$ cat src/rtl/au_pkg.sv
// Shared definitions for the multi-precision add/subtract sequencer.
package au_pkg;

    typedef enum logic [1:0] {
        ST_IDLE = 2'd0,
        ST_RUN  = 2'd1,
        ST_DONE = 2'd2
    } state_t;

    // Ceiling log2 with a floor of 1 bit, for counters that must exist even when NWORDS=1.
    function automatic int unsigned clog2_min1(input int unsigned v);
        int unsigned r;
        r = 0;
        for (int unsigned p = 1; p < v; p = p * 2) begin
            r = r + 1;
        end
        return (r == 0) ? 1 : r;
    endfunction

endpackage

$ cat src/rtl/AU_addsub_c.sv
// Combinational WIDTH-bit adder/subtractor; in subtract mode ci/co are borrow-in/borrow-out.
module AU_addsub_c #(
    parameter int unsigned WIDTH = 8,
    parameter int unsigned ARCH  = 0
) (
    input  logic [WIDTH-1:0] a,
    input  logic [WIDTH-1:0] b,
    input  logic             ci,
    input  logic             add_sub,
    output logic [WIDTH-1:0] s,
    output logic             co
);

    localparam int unsigned WP1 = WIDTH + 1;

    logic [WIDTH-1:0] bx;
    logic             cin;
    logic             cout;

    // a - b - bin == a + ~b + ~bin; the raw carry is the inverse of the borrow.
    assign bx  = b ^ {WIDTH{add_sub}};
    assign cin = ci ^ add_sub;
    assign co  = cout ^ add_sub;

    // ARCH 0 builds an explicit ripple chain; other values leave the prefix structure to synthesis.
    generate
        if (ARCH == 0) begin : g_ripple
            logic c;
            always_comb begin
                s = '0;
                c = cin;
                for (int i = 0; i < int'(WIDTH); i++) begin
                    s[i] = a[i] ^ bx[i] ^ c;
                    c    = (a[i] & bx[i]) | (c & (a[i] ^ bx[i]));
                end
                cout = c;
            end
        end else begin : g_prefix
            assign {cout, s} = WP1'(a) + WP1'(bx) + WP1'(cin);
        end
    endgenerate

endmodule

$ cat src/rtl/au_addsub_mp_seq.sv
// N-bit add/subtract computed one WIDTH-bit chunk per cycle, LSW first, with a registered carry chain.
module au_addsub_mp_seq
    import au_pkg::*;
#(
    parameter int unsigned WIDTH  = 8,
    parameter int unsigned NWORDS = 4,
    parameter int unsigned ARCH   = 0
) (
    input  logic                       clk,
    input  logic                       rst_n,
    input  logic                       in_valid,
    output logic                       in_ready,
    input  logic [WIDTH*NWORDS-1:0]    a,
    input  logic [WIDTH*NWORDS-1:0]    b,
    input  logic                       ci,
    input  logic                       add_sub,
    output logic                       out_valid,
    input  logic                       out_ready,
    output logic [WIDTH*NWORDS-1:0]    s,
    output logic                       co,
    output logic                       ovf
);

    localparam int unsigned N  = WIDTH * NWORDS;
    localparam int unsigned CW = clog2_min1(NWORDS);

    state_t           state_q;
    logic [CW-1:0]    cnt_q;
    logic [N-1:0]     a_q;
    logic [N-1:0]     b_q;
    logic             sub_q;
    logic             carry_q;
    logic             msa_q;
    logic             msb_q;
    logic [N-1:0]     s_q;
    logic             co_q;
    logic             ovf_q;
    logic             out_valid_q;

    logic [WIDTH-1:0] chunk_a;
    logic [WIDTH-1:0] chunk_b;
    logic [WIDTH-1:0] chunk_s;
    logic             chunk_co;
    logic             last_c;

    // Select chunk k of the latched operands.
    always_comb begin
        chunk_a = '0;
        chunk_b = '0;
        for (int unsigned k = 0; k < NWORDS; k++) begin
            if (cnt_q == CW'(k)) begin
                chunk_a = a_q[k*WIDTH +: WIDTH];
                chunk_b = b_q[k*WIDTH +: WIDTH];
            end
        end
    end

    assign last_c = (cnt_q == CW'(NWORDS - 1));

    AU_addsub_c #(
        .WIDTH (WIDTH),
        .ARCH  (ARCH)
    ) u_chunk (
        .a       (chunk_a),
        .b       (chunk_b),
        .ci      (carry_q),
        .add_sub (sub_q),
        .s       (chunk_s),
        .co      (chunk_co)
    );

    always_ff @(posedge clk) begin
        if (!rst_n) begin
            state_q     <= ST_IDLE;
            cnt_q       <= '0;
            carry_q     <= 1'b0;
            s_q         <= '0;
            co_q        <= 1'b0;
            ovf_q       <= 1'b0;
            out_valid_q <= 1'b0;
        end else begin
            case (state_q)
                ST_IDLE: begin
                    if (in_valid) begin
                        a_q     <= a;
                        b_q     <= b;
                        sub_q   <= add_sub;
                        carry_q <= ci;
                        msa_q   <= a[N-1];
                        msb_q   <= b[N-1] ^ add_sub;
                        cnt_q   <= '0;
                        state_q <= ST_RUN;
                    end
                end
                ST_RUN: begin
                    for (int unsigned k = 0; k < NWORDS; k++) begin
                        if (cnt_q == CW'(k)) begin
                            s_q[k*WIDTH +: WIDTH] <= chunk_s;
                        end
                    end
                    carry_q <= chunk_co;
                    if (last_c) begin
                        // Top chunk's msb is the result msb, so overflow resolves here.
                        co_q        <= chunk_co;
                        ovf_q       <= (msa_q == msb_q) && (chunk_s[WIDTH-1] != msa_q);
                        out_valid_q <= 1'b1;
                        state_q     <= ST_DONE;
                    end else begin
                        cnt_q <= cnt_q + CW'(1);
                    end
                end
                ST_DONE: begin
                    if (out_ready) begin
                        out_valid_q <= 1'b0;
                        state_q     <= ST_IDLE;
                    end
                end
                default: begin
                    state_q <= ST_IDLE;
                end
            endcase
        end
    end

    assign in_ready  = rst_n && (state_q == ST_IDLE);
    assign out_valid = out_valid_q;
    assign s         = s_q;
    assign co        = co_q;
    assign ovf       = ovf_q;

endmodule
$ cat config.mk
export PLATFORM = sky130hd
export DESIGN_NAME = au_addsub_mp_seq
export DESIGN_NICKNAME = d
export VERILOG_FILES = /design/src/rtl/au_pkg.sv /design/src/rtl/AU_addsub_c.sv /design/src/rtl/au_addsub_mp_seq.sv
export SDC_FILE = /design/constraint.sdc
export NUM_CORES = 1
export LEC_CHECK = 0
export BUFFER_PORTS_ARGS = -buffer_cell sky130_fd_sc_hd__buf_2
export CORE_MARGIN = 5
export CORE_UTILIZATION = 57
export DETAILED_ROUTE_END_ITERATION = 10
export HOLD_SLACK_MARGIN = 0.15
export PLACE_DENSITY_LB_ADDON = 0.05
export SLEW_MARGIN = 5
export SYNTH_ARGS = -nofsm -noshare
export SYNTH_HDL_FRONTEND = slang
export SYNTH_HIERARCHICAL = 1
export SYNTH_SLANG_ARGS = --single-unit
export TNS_END_PERCENT = 10
$ cat constraint.sdc
create_clock -name clk -period 6.67 [get_ports clk]
set_input_delay 0.667 -clock clk [delete_from_list [all_inputs] [get_ports clk]]
set_output_delay 0.667 -clock clk [all_outputs]
set_load 0.02 [all_outputs]
==> flow_summary_export.csv <==
group,metric,value,unit
outcome,outcome,"finished, final reports clean",
detailed_routing,drc,0,
worst_hold_path,hold_end,"s[30]",
worst_setup_path,rr_startpoint,"cnt_q[0]",
clock_network,tritoncts_clock_tree,"yes",
clock_network,cts_num_sinks,106,
detailed_routing,route.detailed.vias_per_inst,5.15,
timing,finalSetupViolCount,0,
worst_setup_path,worst_setup_path_start_kind,"flop",
synth,post_synth_main_area_contributors,"sky130_fd_sc_hd__edfxtp_1 (44%), sky130_fd_sc_hd__dfxtp_1 (18%), sky130_fd_sc_hd__mux2i_1 (5.8%)",
synth,synthDistinctLibCells,36,
finish,drive_above_1_share,28.9,%
timing,setup_repair_after_global_routing_missed_its_margin,"no",
synth,synth.most_common_cell,"sky130_fd_sc_hd__edfxtp_1",
placement,place_ws,1.60,ns
clock_network,cts_resized,0,
clock_network,cts_inserted_buffers,9,
global_routing,first_global_vias,2830,
detailed_routing,routedWlPerCell,15.6,um
finish,stdcell_area,5200,sq um
worst_setup_path,worst_ep_required_time,6.97,ns
global_routing,first_pass_grt_wire_length,13700,um
global_routing,antenna_found_initial,0,
worst_setup_path,crit_path_end_kind,"flop",
timing,timing_hold_violations_final,0,
placement,hpwlAfterDp,6230,um
floorplanning,rows,32,
synth,async_reset_ff_share,0,%
worst_hold_path,hold-path-cell-count,2,
synth,synth_top_area_share,44.4,%
global_routing,maximum_number_of_pins_on_one_net_before_global_route_repair,67,
synth,synth_fp_nets,424,
power_and_ir_drop,max-vdd-ir-drop,0.000160,V
detailed_routing,drtAntennaViolNets,0,
clock_network,ctsRootBufferMaster,"sky130_fd_sc_hd__clkbuf_8",
floorplanning,core_area,7690,sq um
synth,synth_top_cell_by_area,"sky130_fd_sc_hd__edfxtp_1",
detailed_routing,firstDrtPassIters,4,
timing,setup_tns,0,ns
power_and_ir_drop,totalPowerFinal,0.00134,W
clock_network,clk_pin_slew,0.10,ns
placement,portBuffers,105,
synth,syn_inst,342,
global_routing,globalRoute.totalOverflow,0,
synth,syn-mean-instance-area,13.1,sq um
worst_hold_path,hold_path_startpoint,"s[30]",
synth,ys.flop_type,"sky130_fd_sc_hd__edfxtp_1",
placement,placement.cell_area,5030,sq um
synth,count_of_flip_flops_with_a_built_in_enable_after_synthesis,66,
timing,timing.max_slew.rel_slack,46.4,%
worst_hold_path,worst_hold_path_type,"flop to flop",
worst_setup_path,depth_of_the_most_critical_reg_to_reg_path,22,
finish,areaGrowthSynthToFinish,16.5,%
clock_network,post_cts_hold_buffer_count,0,
detailed_routing,route.vias.total,2821,
timing,finalWorstSetupSlack,1.61,ns
timing,slew_violations,0,
worst_setup_path,crit-reg2reg-capture,"ovf",
synth,post_synth_instance_area,4460,sq um
global_routing,track_usage,17.9,%
floorplanning,die_height,98.5,um
finish,diodes,0,
power_and_ir_drop,power-per-cell-area,258,nW/um^2
clock_network,cts_max_path_buffers,2,
timing,worstMarginPinSlew,0.805,ns
power_and_ir_drop,power_leakage,2.18,nW
floorplanning,die_width,98.5,um
clock_network,cts_setup_buffers,0,
timing,holdWs,0.463,ns
synth,ffs_latches_synth,106,
worst_setup_path,critical_path_peak_fanout,15,
floorplanning,top_level_ports,106,
timing,fin_worst_skew,0.0147,ns
timing,timing.final.crit_period,5.06,ns
worst_setup_path,reg2reg_setup_slack,1.61,ns
timing,timing.fmax,198,MHz
worst_setup_path,path_class,"flop to flop",
synth,synth-seq-area-share,62.3,%
synth,yosys_warns,6,
flow_run,drv_cap,0,
floorplanning,initial_utilization,58.1,%
synth,netlist_top_cells_count,"sky130_fd_sc_hd__edfxtp_1 (66), sky130_fd_sc_hd__dfxtp_1 (40), sky130_fd_sc_hd__nor2b_1 (40), sky130_fd_sc_hd__nand2_1 (35), sky130_fd_sc_hd__mux2i_1 (26)",
detailed_routing,drt_iter0_drc,77,
clock_network,clock_insertion_delay_worst_skew,0.37,ns
clock_network,cts.htree.levels,3,
placement,gp_routability_congestion,0.806,
finish,nets,523,
worst_setup_path,timing.critical_path.arrival,5.36,ns
timing,post-route-period-util,75.9,%
floorplanning,die_area,9700,sq um
detailed_routing,routed_wl,8550,um
## worst max-delay path, cell delays in order, from the launching register on
cell and delay [ns]:
sky130_fd_sc_hd__dfxtp_1 0.35, sky130_fd_sc_hd__inv_1 0.11, sky130_fd_sc_hd__ha_1 0.21, sky130_fd_sc_hd__nor2b_4 0.40, sky130_fd_sc_hd__a221oi_1 0.14, sky130_fd_sc_hd__o31ai_1 0.29, sky130_fd_sc_hd__xor2_1 0.13, sky130_fd_sc_hd__fa_1 0.41
sky130_fd_sc_hd__inv_1 0.08, sky130_fd_sc_hd__fa_1 0.15, sky130_fd_sc_hd__inv_1 0.05, sky130_fd_sc_hd__fa_1 0.35, sky130_fd_sc_hd__inv_1 0.08, sky130_fd_sc_hd__fa_1 0.18, sky130_fd_sc_hd__fa_1 0.16, sky130_fd_sc_hd__inv_1 0.05
sky130_fd_sc_hd__fa_1 0.35, sky130_fd_sc_hd__inv_1 0.08, sky130_fd_sc_hd__fa_1 0.15, sky130_fd_sc_hd__inv_1 0.05, sky130_fd_sc_hd__fa_1 0.59, sky130_fd_sc_hd__or3b_2 0.47, sky130_fd_sc_hd__a31oi_1 0.16
## power breakdown
part	switching [W]	internal, W
clock network	0.000220	0.000138
registers	0.0000151	0.000729
logic	0.000142	0.0000981
## registers in the layout (all words and copies together) (netlist names)
register / cells
a_q: 32
msb_q: 1
co: 1
s: 32
state_q: 2
ovf: 1
b_q: 32
sub_q: 1
out_valid: 1
cnt_q: 2
carry_q: 1
## metrics by stage
step	cells	util, %
floorplan	342	-
global placement	532	65.4
detailed placement	532	65.4
CTS	548	67.7
global route	548	67.7
finish	548	67.7
## area by class of cell
| type | count | area, sq um |
|---|---|---|
| Tap cell | 102 | 128 |
| Clock buffer | 9 | 124 |
| Multi-Input combinational cell | 197 | 1490 |
| Sequential cell | 106 | 2780 |
| Fill cell | 621 | 2490 |
| Timing Repair Buffer | 109 | 556 |
| Inverter | 18 | 67.6 |
| Clock inverter | 7 | 51.3 |
## layout by cell type (no fill, tap or decap), types with 3 or more instances in the layout
cell                       count
sky130_fd_sc_hd__nand2b_1      3
sky130_fd_sc_hd__ha_1          4
sky130_fd_sc_hd__buf_4         4
sky130_fd_sc_hd__fa_1          8
sky130_fd_sc_hd__nand2_1      35
sky130_fd_sc_hd__xnor2_1       4
sky130_fd_sc_hd__a221oi_1     15
sky130_fd_sc_hd__mux2i_1      26
sky130_fd_sc_hd__nor2_1        4
sky130_fd_sc_hd__inv_1        18
sky130_fd_sc_hd__o31ai_1      15
sky130_fd_sc_hd__nand3b_1      5
sky130_fd_sc_hd__dfxtp_1      40
sky130_fd_sc_hd__nor2b_1      40
sky130_fd_sc_hd__clkbuf_8      9
sky130_fd_sc_hd__xor2_1        7
sky130_fd_sc_hd__o21ai_0       4
sky130_fd_sc_hd__buf_2       105
sky130_fd_sc_hd__edfxtp_1     66
sky130_fd_sc_hd__a21boi_0      8
sky130_fd_sc_hd__a21oi_1       5
## per-layer routing
metal  wire length, um  share of wire [%]  GRT usage (%)  vias to the layer above
met5                 0                  0              0                        -
met1              3900                 46           23.7                     1323
met4                65               0.76           6.30                        0
met3               564                6.6           4.95                        4
li1                  -                  -              -                     1406
met2              4020                 47           28.6                       88
## cells by family (layout without fill, tap and decap cells)
kind of cell | count (synthesis) | in the layout | share of synthesized area (%)
and+or+nand+nor | 96 | 96 | 12.0
muxes | 26 | 26 | 5.83
DFF | 106 | 106 | 62.3
buffers and inverters | 39 | 143 | 4.26
AOI/OAI and AO/OA | 52 | 52 | 8.69
xor gates and xnor gates | 11 | 11 | 2.16
adders and majority gates | 12 | 12 | 4.71
## worst max path at each step
stage,startpoint,endpoint,slack (ns)
2_1_floorplan,cnt_q[1],ovf,2.10
3_3_place_gp,cnt_q[0],ovf,1.81
3_5_place_dp,cnt_q[0],ovf,1.60
4_1_cts,cnt_q[0],ovf,1.59
5_1_grt,cnt_q[0],ovf,1.31
6_report,cnt_q[0],ovf,1.61
Power figures use the tool's default switching activity.
